## src/rtl/mem_read_arbiter.sv

```systemverilog
// Two-requester read arbiter for a single synchronous memory read port.
// Grants one read per enabled cycle, tracks each in-flight read (owner + tag)
// in a LATENCY-deep pipeline and steers returned data back to its owner.
module mem_read_arbiter #(
  parameter int LATENCY = 2,
  parameter int ADDR_W  = 27,
  parameter int TAG_W   = 32,
  parameter bit RR_EN   = 1'b1
) (
  input  logic              clk_i,
  input  logic              rst_i,
  input  logic              clk_en_i,
  input  logic              flush0_i,
  input  logic              req0_valid_i,
  input  logic [ADDR_W-1:0] req0_addr_i,
  input  logic [TAG_W-1:0]  req0_tag_i,
  output logic              req0_accepted_o,
  output logic              rsp0_valid_o,
  output logic [31:0]       rsp0_data_o,
  output logic [TAG_W-1:0]  rsp0_tag_o,
  input  logic              req1_valid_i,
  input  logic [ADDR_W-1:0] req1_addr_i,
  input  logic [TAG_W-1:0]  req1_tag_i,
  output logic              req1_accepted_o,
  output logic              rsp1_valid_o,
  output logic [31:0]       rsp1_data_o,
  output logic [TAG_W-1:0]  rsp1_tag_o,
  output logic [ADDR_W-1:0] mem_addr_o,
  input  logic [31:0]       mem_rdata_i
);

  logic cand0;
  logic cand1;
  logic grant;
  logic winner;

  logic              lastGrant_q, lastGrant_d;
  logic [ADDR_W-1:0] memAddr_q, memAddr_d;

  logic [LATENCY-1:0]            stgValid_q, stgValid_d;
  logic [LATENCY-1:0]            stgOwner_q, stgOwner_d;
  logic [LATENCY-1:0][TAG_W-1:0] stgTag_q, stgTag_d;

  logic tailValid;
  logic tailOwner;

  // Pick the winner for this cycle and drive the memory address (held when idle)
  always_comb begin
    cand0  = req0_valid_i & clk_en_i & ~rst_i;
    cand1  = req1_valid_i & clk_en_i & ~rst_i;
    grant  = cand0 | cand1;
    winner = 1'b0;
    if (cand0 && cand1) begin
      winner = RR_EN ? ~lastGrant_q : 1'b0;
    end else if (cand1) begin
      winner = 1'b1;
    end
    req0_accepted_o = grant & ~winner;
    req1_accepted_o = grant & winner;
    mem_addr_o      = memAddr_q;
    if (grant) begin
      mem_addr_o = winner ? req1_addr_i : req0_addr_i;
    end
  end

  // Next-state for arbitration history, address hold and the in-flight pipeline
  always_comb begin
    lastGrant_d = grant ? winner : lastGrant_q;
    memAddr_d   = mem_addr_o;
    stgValid_d  = stgValid_q;
    stgOwner_d  = stgOwner_q;
    stgTag_d    = stgTag_q;
    if (clk_en_i) begin
      stgValid_d[0] = grant & ~(flush0_i & ~winner);
      stgOwner_d[0] = winner;
      stgTag_d[0]   = winner ? req1_tag_i : req0_tag_i;
      for (int k = 1; k < LATENCY; k++) begin
        stgValid_d[k] = stgValid_q[k-1] & ~(flush0_i & ~stgOwner_q[k-1]);
        stgOwner_d[k] = stgOwner_q[k-1];
        stgTag_d[k]   = stgTag_q[k-1];
      end
    end
  end

  // State registers; reset discards every in-flight read
  always_ff @(posedge clk_i) begin
    if (rst_i) begin
      lastGrant_q <= 1'b1;
      memAddr_q   <= '0;
      stgValid_q  <= '0;
      stgOwner_q  <= '0;
      stgTag_q    <= '0;
    end else begin
      lastGrant_q <= lastGrant_d;
      memAddr_q   <= memAddr_d;
      stgValid_q  <= stgValid_d;
      stgOwner_q  <= stgOwner_d;
      stgTag_q    <= stgTag_d;
    end
  end

  // Route the tail of the pipeline to its owner; a flush hides a returning req0 read
  always_comb begin
    tailValid    = stgValid_q[LATENCY-1] & ~rst_i;
    tailOwner    = stgOwner_q[LATENCY-1];
    rsp0_valid_o = tailValid & ~tailOwner & ~(flush0_i & clk_en_i);
    rsp1_valid_o = tailValid & tailOwner;
    rsp0_data_o  = rsp0_valid_o ? mem_rdata_i : 32'd0;
    rsp0_tag_o   = rsp0_valid_o ? stgTag_q[LATENCY-1] : '0;
    rsp1_data_o  = rsp1_valid_o ? mem_rdata_i : 32'd0;
    rsp1_tag_o   = rsp1_valid_o ? stgTag_q[LATENCY-1] : '0;
  end

endmodule

```

## config.mk

```make
export PLATFORM = sky130hd
export DESIGN_NAME = mem_read_arbiter
export DESIGN_NICKNAME = d
export VERILOG_FILES = /design/src/rtl/mem_read_arbiter.sv
export SDC_FILE = /design/constraint.sdc
export NUM_CORES = 1
export LEC_CHECK = 0
export CORE_UTILIZATION = 30
export DETAILED_ROUTE_END_ITERATION = 16
export PLACE_DENSITY = 0.8
export SETUP_SLACK_MARGIN = 0.15
export SYNTH_ARGS = -nofsm -noshare
export SYNTH_HDL_FRONTEND = slang
export SYNTH_SLANG_ARGS = --single-unit
```

## constraint.sdc

```tcl
create_clock -name clk_i -period 1.33 [get_ports clk_i]
set_input_delay 0.266 -clock clk_i [delete_from_list [all_inputs] [get_ports clk_i]]
set_output_delay 0.266 -clock clk_i [all_outputs]
set_load 0.02 [all_outputs]
```

==> results of run 1 <==
==> logic make-up (layout without fill, tap and decap cells) <==
| family | count (synthesis) | count (layout) | synth area share (%) |
|---|---|---|---|
| buffers and inverters | 64 | 562 | 7.280 |
| multiplexers | 34 | 34 | 6.472 |
| flip-flops | 96 | 96 | 36.55 |
| AO/OA/AOI/OAI | 122 | 122 | 20.10 |
| other | 0 | 1 | 0 |
| AND/OR/NAND/NOR | 321 | 321 | 29.60 |
==> path summary, 6_finish.rpt <==
kind | startpoint | end | slack, ns
hold reg to reg | stgValid_q[0]$_SDFFE_PP0P_ | stgValid_q[0]$_SDFFE_PP0P_ | 0.48
setup reg to reg | lastGrant_q$_SDFFE_PP1N_ | stgTag_q[15]$_SDFFE_PP0P_ | -0.58
hold / removal | rst_i | stgTag_q[18]$_SDFFE_PP0P_ | 0.38
setup / recovery | stgOwner_q[1]$_SDFFE_PP0P_ | rsp0_data_o[29] | -0.88
==> power groups by stage <==
stage / combinational, W / sequential (W) / clock, W
4_1_cts: 0.00264 / 0.00315 / 0.00257
3_3_place_gp: 0.00212 / 0.00321 / 0
6_report: 0.00311 / 0.00317 / 0.00254
2_1_floorplan: 0.00102 / 0.00318 / 0
3_5_place_dp: 0.00216 / 0.00322 / 0
5_1_grt: 0.00321 / 0.00318 / 0.00269
==> per-stage QoR <==
stage                     hold WS (ns)  utilization (%)  total power, W  instance area (µm²)  setup WS [ns]
after floorplan                 0.4250                -        0.004205                 6127        -0.1230
after global placement          0.4537            58.99        0.005332                10170         -1.214
after detailed placement        0.4669            58.99        0.005377                10170         -1.249
after CTS                       0.3586            69.53        0.008362                11990        -0.8989
after global routing            0.3808            75.97        0.009081                13090        -0.9471
final                           0.3775            75.97        0.008809                13090        -0.8805
==> worst reg2reg max path: cells and delay by family (launching register included) <==
family          cells  cell delay, ns
buf+inv             8            0.89
compound gates      2            0.51
simple gates        1            0.06
flops               1            0.37
==> what timing repair did <==
item                                    in CTS  in global routing
cloned                                      15                  6
buffers inserted                            55                 25
gates resized for setup                   1025                190
endpoints found under the setup margin     232                232
hold buffers                                 0                  0
pin swaps                                   85                 69
==> layout make-up <==
cell class,instances,area [µm²]
timing repair buffer,544,6127
multi-input combinational,477,4464
fill,938,4143
sequential,96,1928
tap,225,281.5
clock buffer,11,242.7
clock inverter,5,40.04
inverter,2,7.507
antenna,1,2.502
==> flip-flops by register name, summed over array words and instances, names as in the netlist <==
name         count
lastGrant_q      1
memAddr_q       27
stgOwner_q       2
stgTag_q        64
stgValid_q       2
==> layout by cell type (no fill, tap or decap), drive strengths merged <==
master / n
dfxtp: 96
clkbuf: 16
and3: 1
a2111oi: 1
clkdlybuf4s50: 150
a21oi: 30
a311oi: 59
nor2b: 1
or2: 2
nand2: 118
a31oi: 28
mux2i: 34
nor2: 66
o211ai: 2
dlygate4sd2: 3
and2: 130
inv: 3
clkinv: 1
clkinvlp: 3
buf: 386
diode: 1
a21boi: 1
nand2b: 2
nor3b: 1
a21bo: 1
==> routing by layer <==
metal / track usage (%) / wire [µm]
met5: 0 / 0
met2: 51.96 / 15810
met3: 7.445 / 2907
met4: 14.04 / 1593
met1: 31.59 / 10970
==> results.yml, run 1 <==
run_status:
  status: "finished, violations left"
  violations: "negative setup slack"
critical_path:
  critical_path_peak_fanout: 7
  worst-path-stages: 9
  cp.arrival_ns: 1.94
  endpoint_kind: "output port"
  max_stage_delay_ns: 0.34
  crit_required_ns: 1.06
  reg2reg_depth: 11
  crit_top_cell: "buf_6"
  cp_num_buf_inv: 7
  critPathTopFamily: "buffers and inverters"
  cp_cell_sequence: "a2111oi_4 -> buf_4 -> buf_6 -> buf_12 -> buf_6 -> buf_12 -> buf_16 -> and2_4 -> buf_6"
  critPathLaunchType: "flop"
  cpMaxStageDelayCell: "dfxtp_2"
  worstSetupPathType: "flop to output port"
logic_synthesis:
  synth_area_per_cell_um2: 8.256
  synthTopCellsByArea: "dfxtp_1 37%, and2_1 15%, nand2_1 8.4%, a311oi_2 6.6%, mux2i_1 6.5%"
  synth_top_area_share_pct: 36.55
  synth_top_flop_cell: "dfxtp_1"
  synthArstFlopShare_pct: 0
  ys_seq_area_share_pct: 36.55
  synth_cells: 637
  yosysMostFrequentCell: "and2_1"
  ys_ff_latch: 96
  synth_commonest_cells: "130 x and2_1, 118 x nand2_1, 96 x dfxtp_1, 66 x nor2_1, 36 x a311oi_1"
  synth_edf_count: 0
  synth_cell_types: 26
  synthesis.nets: 793
  yosysTopAreaCell: "dfxtp_1"
  synth_area_um2: 5259
  ys_warn_count: 0
finish:
  drive_above_1_share_pct: 61.50
  synthToLayoutAreaGrowth_pct: 149.0
  nets: 1286
  final_cells: 1361
run:
  drv_cap: 0
place:
  placed_cells: 1243
  hpwlAfterDp_mm: 15.41
  gp_congestion: 0.8674
  io_buffers: 314
cts:
  clkLatencyLatePin_ns: 0.34
  cts_buffer_depth: 2
  numCtsBuffers: 9
  cts.sinks: 96
  h-tree-depth: 3
  cts-root-buf: "clkbuf_16"
  cts_tree: "yes"
  cts.reportedPaths.clkPinSlew_ns: 0.07
global_route:
  grt_max_degree: 63
  first_global_vias: 6948
  grt_pass1_wl_mm: 39.70
  grt_overflow: 0
  grt_usage_pct: 28.96
  antenna_found_initial: 1
floorplan:
  placementRows: 48
  die_w_um: 134.4
  initial_core_util_pct: 30.51
  fp.dieH_um: 134.4
  core_area_um2: 17240
  io_pins: 315
  die_area_um2: 18060
power_and_ir_drop:
  clkPwrFrac_pct: 28.8
  powerDensity_nw_per_um2: 672.8
  internal_power_w: 0.006023
  ir_drop_mv: 0.6276
  leakage_nw: 5.658
  switching_share_pct: 31.63
  p_sw_w: 0.002786
  p_seq_share_pct: 35.9
  power_frac_comb_pct: 35.3
sta:
  finalHoldViolCount: 0
  finalSetupViolations: 220
  timing.final.ws_setup_ns: -0.8805
  drv_slew: 0
  finClkSkew_ns: 0.008781
  finalSetupTns_ns: -138.62
  tightestPinTransition_ns: 0.6930
  finalCriticalPeriod_ns: 2.211
  period_share_pct: 166.2
  slew_headroom_pct: 53.80
  grt_setup_unrepaired: "true"
  max_freq_mhz: 452.4
detailed_routing:
  drtIter0Drc: 394
  drc: 0
  wl_mm: 31.27
  drtPass1Iterations: 7
  wl_per_cell_um: 22.98
  viasPerCell: 5.351
  num_vias: 7283
  ant_nets: 0
min_path:
  holdPathStages: 3
  min_path_type: "primary input to flop"
Power figures use the tool's default switching activity.
==> run 2, diff against run 1 <==
- MAX_ROUTING_LAYER: unset -> met4
- PLACE_DENSITY: 0.8 -> 0.79
- REMOVE_ABC_BUFFERS: unset -> 1
==> results.yml, run 2 (synthesis results as in run 1) <==
place:
  placed_cells: 1216
  io_buffers: 314
  hpwlAfterDp_mm: 14.14
  dp_slack_ns: -1.201
  gp_congestion: 0.9422
finish:
  regArea_um2: 1931
  layout_common_cells: "167 x buf_6, 150 x clkdlybuf4s50_1, 124 x and2_4"
  largest_reg_flops: 64
  multi_input_area_um2: 4096
  nets: 1219
  reg_top3: "stgTag_q: 64 flops, memAddr_q: 27 flops"
  synthToLayoutAreaGrowth_pct: 125.5
  diodes: 0
  final_cells: 1292
  regMostFlops: "stgTag_q"
  final_common_cell: "buf_6"
  n_fill_cell: 1176
  drive_above_1_share_pct: 56.04
  finish.utilization_pct: 68.79
global_route:
  first_global_vias: 5895
  grt_overflow: 0
  antenna_found_initial: 0
  grt_max_degree: 64
  grt_usage_pct: 23.69
  grt_pass1_wl_mm: 31.74
critical_path:
  cp_num_buf_inv: 6
  max_stage_delay_ns: 0.35
  cp_cell_sequence: "a21boi_4 -> buf_12 -> buf_12 -> buf_6 -> buf_6 -> buf_16 -> nand2_2 -> a31oi_1 -> buf_4"
  cpMaxStageDelayCell: "dfxtp_4"
  critPathTopFamily: "buffers and inverters"
  cp.arrival_ns: 1.81
  critPathLaunchType: "flop"
  endpoint_kind: "output port"
  worstSetupPathType: "flop to output port"
  crit_required_ns: 1.06
  critical_path_peak_fanout: 7
sta:
  finClkSkew_ns: 0.006152
  max_freq_mhz: 480.8
  finalCriticalPeriod_ns: 2.080
  timing.final.ws_setup_ns: -0.7499
  drv_slew: 0
  finalSetupViolations: 220
  grt_setup_unrepaired: "true"
  finalHoldViolCount: 0
  slew_headroom_pct: 47.63
  period_share_pct: 156.4
  hold-worst-slack_ns: 0.4599
  tightestPinTransition_ns: 0.7856
power_and_ir_drop:
  ir_drop_mv: 0.5438
  leakage_nw: 5.157
  powerDensity_nw_per_um2: 692.0
  power.total_w: 0.008205
run_status:
  violations: "negative setup slack"
  status: "finished, violations left"
floorplan:
  fp.dieH_um: 134.4
  core_area_um2: 17240
  initial_core_util_pct: 30.51
  placementRows: 48
  die_w_um: 134.4
  io_pins: 315
  die_area_um2: 18060
cts:
  cts_buffer_depth: 2
  h-tree-depth: 3
  hold_buffers: 0
  cts.reportedPaths.clkPinSlew_ns: 0.07
  cts_tree: "yes"
  clkLatencyLatePin_ns: 0.35
  numCtsBuffers: 9
  cts-root-buf: "clkbuf_16"
  cts.sinks: 96
detailed_routing:
  drtPass1Iterations: 4
  ant_nets: 0
  wl_mm: 26.01
  drc: 0
  viasPerCell: 5.080
  num_vias: 6564
  drtIter0Drc: 187
  wl_per_cell_um: 20.13
min_path:
  min_path_type: "primary input to flop"
run:
  drv_cap: 0
-- run 2: path summary, 6_finish.rpt --
| path | start | endpoint | slack [ns] | depth (start not counted) |
|---|---|---|---|---|
| setup / recovery | lastGrant_q$_SDFFE_PP1N_ | mem_addr_o[23] | -0.75 | 9 |
| hold / removal | rst_i | stgValid_q[0]$_SDFFE_PP0P_ | 0.46 | 5 |
| setup reg to reg | lastGrant_q$_SDFFE_PP1N_ | stgTag_q[27]$_SDFFE_PP0P_ | -0.42 | 9 |
| hold reg to reg | stgValid_q[0]$_SDFFE_PP0P_ | stgValid_q[0]$_SDFFE_PP0P_ | 0.48 | 2 |
-- run 2: metrics by stage --
step                TNS [ns]  area, µm²
floorplan            -232.08       4883
global placement     -190.72       9139
detailed placement   -195.54       9139
CTS                  -138.88       9613
global route         -122.90      11860
finish               -113.13      11860
-- run 2: layer usage --
layer,share of wire [%],track usage [%]
met1,37,25.68
met2,52,41.45
met3,6.8,4.611
met4,4.6,11.30
met5,0,-
-- run 2: area by class of cell --
type	count	share of cell area [%]
clock inverter	2	0.1266
sequential	96	16.28
timing repair buffer	477	44.39
inverter	2	0.08442
clock buffer	13	2.195
tap	225	2.374
multi-input combinational	477	34.55
-- run 2: worst min-delay path, cell delays in order --
cell	delay (ns)
buf_4	0.14
nor2b_2	0.08
buf_4	0.14
o211ai_1	0.07
a21oi_1	0.07
-- run 2: what timing repair did --
item / CTS / global route
endpoints found under the setup margin: 238 / 239
pin swaps: 23 / 159
resized for setup: 648 / 623
gates cloned: 7 / 15
buffers inserted: 18 / 21
-- run 2: where the power goes --
| group | total, W | switching [W] | internal [W] |
|---|---|---|---|
| logic | 0.00257 | 0.00119 | 0.00138 |
| clock network | 0.00249 | 0.00112 | 0.00136 |
| registers | 0.00315 | 0.000104 | 0.00305 |
| total | 0.00820 | 0.00242 | 0.00579 |
